<file path="src/rtl/piso_serializer.sv">
// rtl/piso_serializer.sv - parallel-in / serial-out shifter with valid/last framing and done pulse
// Optional even-parity trailer bit is built when PISO_PARITY_EN is defined.
module piso_serializer #(
   parameter int WIDTH     = 8,
   parameter bit MSB_FIRST = 1'b1
) (
   input  logic             clk,
   input  logic             reset,
   input  logic             load_valid,
   output logic             load_ready,
   input  logic [WIDTH-1:0] din,
   output logic             sout,
   output logic             sout_valid,
   output logic             sout_last,
   output logic             done
);

`ifdef PISO_PARITY_EN
   localparam int FRAME_LEN = WIDTH + 1;
`else
   localparam int FRAME_LEN = WIDTH;
`endif
   localparam int CW = $clog2(WIDTH + 1);

   typedef enum logic {
      IDLE,
      SHIFT
   } state_t;

   state_t           state;
   state_t           state_nxt;
   logic [WIDTH-1:0] shreg;
   logic [CW-1:0]    cnt;
   logic [CW-1:0]    cnt_inc;
   logic             accept;
   logic             first_bit;
   logic [WIDTH-1:0] load_rest;
   logic             shift_bit;
   logic [WIDTH-1:0] shift_rest;
`ifdef PISO_PARITY_EN
   logic             parity;
`endif

   // shreg always holds the not-yet-sent bits aligned so the next one sits at the output end
   always_comb begin
      load_ready = (state == IDLE) || ((state == SHIFT) && sout_last);
      accept     = load_valid && load_ready;
      cnt_inc    = cnt + CW'(1);
      if (MSB_FIRST) begin
         first_bit  = din[WIDTH-1];
         load_rest  = {din[WIDTH-2:0], 1'b0};
         shift_bit  = shreg[WIDTH-1];
         shift_rest = {shreg[WIDTH-2:0], 1'b0};
      end else begin
         first_bit  = din[0];
         load_rest  = {1'b0, din[WIDTH-1:1]};
         shift_bit  = shreg[0];
         shift_rest = {1'b0, shreg[WIDTH-1:1]};
      end
   end

   always_ff @(posedge clk) begin
      if (reset) state <= IDLE;
      else       state <= state_nxt;
   end

   always_comb begin
      state_nxt = state;
      case (state)
         IDLE:    if (accept) state_nxt = SHIFT;
         SHIFT:   if (sout_last && !accept) state_nxt = IDLE;
         default: state_nxt = IDLE;
      endcase
   end

   always_ff @(posedge clk) begin
      if (reset) begin
         shreg      <= '0;
         cnt        <= '0;
         sout       <= 1'b0;
         sout_valid <= 1'b0;
         sout_last  <= 1'b0;
         done       <= 1'b0;
`ifdef PISO_PARITY_EN
         parity     <= 1'b0;
`endif
      end else begin
         done <= 1'b0;
         if (accept) begin
            shreg      <= load_rest;
            sout       <= first_bit;
            sout_valid <= 1'b1;
            sout_last  <= 1'b0;
            cnt        <= '0;
`ifdef PISO_PARITY_EN
            parity     <= ^din;
`endif
         end else if (state == SHIFT) begin
            if (sout_last) begin
               // frame ended with no follow-on word; counter is left parked, not wrapped
               sout_valid <= 1'b0;
               sout       <= 1'b0;
               sout_last  <= 1'b0;
               done       <= 1'b1;
            end else begin
               cnt       <= cnt_inc;
               shreg     <= shift_rest;
               sout_last <= (cnt_inc == CW'(FRAME_LEN - 1));
`ifdef PISO_PARITY_EN
               if (cnt_inc == CW'(WIDTH)) sout <= parity;
               else                       sout <= shift_bit;
`else
               sout      <= shift_bit;
`endif
            end
         end
      end
   end

endmodule

</file>
<file path="config.mk">
export PLATFORM = sky130hd
export DESIGN_NAME = piso_serializer
export DESIGN_NICKNAME = d
export VERILOG_FILES = /design/src/rtl/piso_serializer.sv
export SDC_FILE = /design/constraint.sdc
export NUM_CORES = 1
export LEC_CHECK = 0
export CAP_MARGIN = 20
export CELL_PAD_IN_SITES_DETAIL_PLACEMENT = 0
export CELL_PAD_IN_SITES_GLOBAL_PLACEMENT = 1
export CORE_ASPECT_RATIO = 0.9
export CORE_UTILIZATION = 41
export CTS_BUF_LIST = sky130_fd_sc_hd__clkbuf_8
export DETAILED_ROUTE_END_ITERATION = 8
export GPL_TIMING_DRIVEN = 1
export PLACE_DENSITY_LB_ADDON = 0.1
export SLEW_MARGIN = 0
export SYNTH_ARGS = -nofsm -noshare
export SYNTH_HDL_FRONTEND = slang
export SYNTH_SLANG_ARGS = --single-unit
</file>
<file path="constraint.sdc">
create_clock -name clk -period 2.2 [get_ports clk]
set_clock_uncertainty 0.2 [all_clocks]
set_input_delay 0.44 -clock clk [delete_from_list [all_inputs] [get_ports clk]]
set_output_delay 0.44 -clock clk [all_outputs]
set_load 0.01 [all_outputs]
</file>
Word-level counts from Yosys, hierarchy flattened
Index checks and enable logic that the tools add are counted.

operators by class
  reduce and logical (&&, ||, !) cells = 12
  bitwise operators = 2
  equal/unequal tests = 2
  multiplexer cells = 14
  add/subtract/negate cells = 1

operator list
  cell                                                             number
  8-bit two-way mux                                                3
  1-bit two-way mux                                                10
  2-bit AND reduction                                              3
  4-bit by 1-bit adder with 4-bit output, second input constant    1
  4-bit by 3-bit == test with 1-bit output, second input constant  1
  2-bit nonzero test                                               2
  1-bit logical AND                                                3
  3-bit OR reduction                                               1
  2-bit by 1-bit != test with 1-bit output, second input constant  1
  1-bit inverter                                                   2
  1-bit one-hot mux with 2 select lines                            1
  2-bit OR reduction                                               1
  1-bit logical NOT                                                1
  1-bit logical OR                                                 1

storage, ports and cells
  output and inout bits = 5
  input port bits = 11
  flip-flop bits (word level) = 16
  word-level logic and storage cells = 38

Longest topological paths before layout
  depth in word-level cells = 7
  mapped depth = 7

Worst setup path after synthesis
Ideal clock, no wire load.

  path kind = reg2out
  start = reg sout_last
  end = out load_ready
  arrival = 0.866 ns
  buffers on the path = 2
  cell stages (with the launch flop) = 5
  path slack = 0.694 ns
  cell sequence = dfxtp_1 -> nor2b_2 -> buf_6 -> inv_4 -> buf_4

on the way
  word-level cells in the longest chain between the ends = 2

ends and longest elaborated chain
  item                    RTL line  text
  from (decl)             14        output logic sout_last,
  from (signal assigned)  108       sout_last <= (cnt_inc == CW'(FRAME_LEN - 1));
  1-bit logical AND       46        load_ready = (state == IDLE) || ((state == SHIFT) && sout_last);
  1-bit logical OR        46
  to (decl)               10        output logic load_ready,

Every way passes these cells.

Final worst setup path
  start = reg state
  end = out load_ready

on the way
  word-level cells in the longest chain between the ends = 2
  elaborated cells between the ends (all ways) = 3

ends and longest elaborated chain
  item                                                        RTL line  text
  from (decl)                                                 30        state_t state;
  from (signal assigned)                                      64        else state <= state_nxt;
  1-bit logical AND / 1-bit inverter (equally long branches)  -
  1-bit logical OR (*)                                        46

Every way passes the cells marked *; elsewhere a longest branch is shown, timed or not.

==> impl_metrics.tcl <==
set metrics [dict create \
    cp_max_fo 5 \
    multiInputGateArea_sq_um 355 \
    highest_layer "met4" \
    grt_max_degree 18 \
    endpoint_kind "output pin" \
    cp_cell_sequence "nor2b_2 -> inv_4 -> clkdlybuf4s50_1" \
    yosysTopAreaCell "dfxtp_1" \
    drt-initial-drc-count 3 \
    synth_warnings 0 \
    timing.critical_path.buf_inv 2 \
    slew_violations 0 \
    r2r_start "state" \
    path_clk_slew_ps 60 \
    reg2regPathDepth 5 \
    die_h_um 41.8 \
    n_fill_cell 152 \
    reg2reg_slack_ps 600 \
    cts_setup_buffers 0 \
    io_pins 16 \
    min_path_cells 2 \
    drt-total-wl_um 1340 \
    hold_path.startpoint "shreg[4]" \
    dr_wl_met3_um 57 \
    viasPerCell 4.94 \
    syn_inst 78 \
    cts.path.max_buffers 2 \
    cpLargestDelayFamily "buffers and inverters" \
    criticalPathCategory "reg2out" \
    cp_slowest_cell "clkdlybuf4s50_1" \
    ctsResizeCount 0 \
    finalCritPeriodShare 0.925 \
    cts_root_buf "clkbuf_8" \
    final_hold_viol_count 0 \
    ys_seq_elements 16 \
    worstSetupPathDepth 3 \
    rsz0062_at_grt "false" \
    core_sq_um 1660 \
    critical-path-max-stage-delay_ps 470 \
    port_buffers 15 \
    leakage_nw 0.392 \
    synth.avg_cell_area_sq_um 9.26 \
    synth_edf_count 0 \
    clock_sinks 16 \
    grt_usage 0.168 \
    arrival_ps 1400 \
    gp_congestion 0.697 \
    ant_nets 0 \
    synth_flop_cell "dfxtp_1" \
    wl_met2_um 608 \
    htreeDepth 1 \
    n_antenna_cell 0 \
    tightest_slew_ps 337 \
    yosysUniqueCellTypes 27 \
    grt_antenna_before_repair 0 \
    start_util 0.434 \
    synth_nets 91 \
    ys_seq_area_frac 0.444 \
    vias 593 \
    reg2reg_to "cnt[3]" \
    drive_above_1_share 0.115 \
    crit_required_ps 1560 \
    fp.dieW_um 46.2 \
    min_to "shreg[5]" \
    first_pass_iters 4 \
    seqCellArea_sq_um 320 \
    dpl.hpwl_um 978 \
    fp-row-count 14 \
    cts-hold-fix-buffers 0 \
    relSlewSlack 0.775 \
    grt_overflow 0 \
    synthArstFlopShare 0 \
    fmax_ghz 0.491 \
    hp-class "reg2reg" \
    netlist.area_leader.share 0.444 \
    synthTopCellsByCount "dfxtp_1 (16), nor2_1 (15), mux2i_1 (9), a211oi_1 (7), a21oi_1 (3)" \
    fin_crit_ps 2040 \
    tns_ps 0 \
    dieArea_sq_um 1930 \
    wl_per_cell_um 11.1 \
    p_per_area_nw_per_um2 694 \
    status "completed" \
    netlist_top_cells_area "dfxtp_1 (44%), mux2i_1 (12%), nor2_1 (7.8%), a211oi_1 (7.3%), ha_1 (3.5%)" \
    synthesis.area_sq_um 722 \
    power_w 0.000662 \
    cts_buffers 3 \
    synth.most_common_cell "dfxtp_1" \
    cts_tree "yes" \
    grt_pass1_wl_um 2210 \
    wl_met1_um 653 \
    ir_worst_vdd_mv 0.440 \
    clk_latency_ps 250 \
    cp-start-kind "flop" \
    grt_pass1_vias 503 \
    maxCapViolCount 0 \
    drc 0 \
    finalSetupViolCount 0 \
    synthToLayoutAreaGrowth_pct 32.2 \
    layout.nets 110 \
]
routing by layer:
metal  vias up  track usage
li1        307            -
met1       270        0.208
met2        14        0.245
met3         2       0.0783
met4         0       0.0706
met5         -            0
logic make-up (layout without fill, tap and decap cells):
family,count (synthesis),count (layout),share of synthesized area
flops,16,16,0.444
xor+xnor,2,2,0.0243
simple gates,26,26,0.170
mux,9,9,0.125
compound gates,15,15,0.139
buf+inv,8,26,0.0641
fa+ha+maj,2,2,0.0347
area by class of cell:
cell class / instances / area share
Multi-Input combinational cell: 54 / 0.372
Sequential cell: 16 / 0.336
Inverter: 3 / 0.0144
Timing Repair Buffer: 19 / 0.189
Clock buffer: 4 / 0.0577
Tap cell: 24 / 0.0315
worst register-to-register path: cells and delay by family (launching register included):
kind	cells	cell delay, ps
AO/OA/AOI/OAI	1	120
buffers and inverters	2	230
flip-flops	1	380
AND/OR/NAND/NOR	2	610
where the power goes:
part,switching [W],internal (W)
combinational,0.0000399,0.0000489
clock,0.0000984,0.000159
sequential,0.0000103,0.000306
flip-flops by register name, summed over array words and instances (netlist names):
| name | flops |
|---|---|
| sout_valid | 1 |
| cnt | 4 |
| sout | 1 |
| shreg | 7 |
| sout_last | 1 |
| state | 1 |
| done | 1 |
stage by stage:
stage          cells   util  setup WS, ps  cell area [sq um]  hold WS, ps
2_1_floorplan     78      -           694                722          258
3_3_place_gp     116  0.541           295                900          290
3_5_place_dp     116  0.541           255                900          297
4_1_cts          120  0.574           145                955          305
5_1_grt          120  0.574          79.4                955          327
6_report         120  0.574           165                955          304
worst max-delay path by stage:
stage,from,end
floorplan,sout_last,load_ready
global placement,load_valid,cnt[3]
detailed placement,load_valid,cnt[3]
CTS,state,load_ready
global route,state,load_ready
finish,state,load_ready
placed cells by master, fill, tap and decap left out:
cell | Yosys | routed
o22ai_1 | 1 | 1
nand4b_1 | 1 | 1
clkbuf_8 | 0 | 4
mux2i_1 | 9 | 9
xnor2_1 | 1 | 1
a211oi_1 | 7 | 7
inv_1 | 2 | 2
xor2_1 | 1 | 1
a21oi_1 | 3 | 3
or2_2 | 1 | 1
inv_4 | 1 | 1
nand3_1 | 2 | 2
or3_1 | 1 | 1
nand2_1 | 2 | 2
dfxtp_1 | 16 | 16
nor3_1 | 1 | 1
and3_1 | 1 | 1
o21ai_1 | 1 | 1
nor2_1 | 15 | 15
a32oi_1 | 1 | 1
nand3b_1 | 1 | 1
nor2b_2 | 1 | 1
clkdlybuf4s50_1 | 0 | 15
a31oi_1 | 2 | 2
buf_4 | 1 | 4
ha_1 | 2 | 2
No activity file was read; power rests on OpenSTA's default activity.
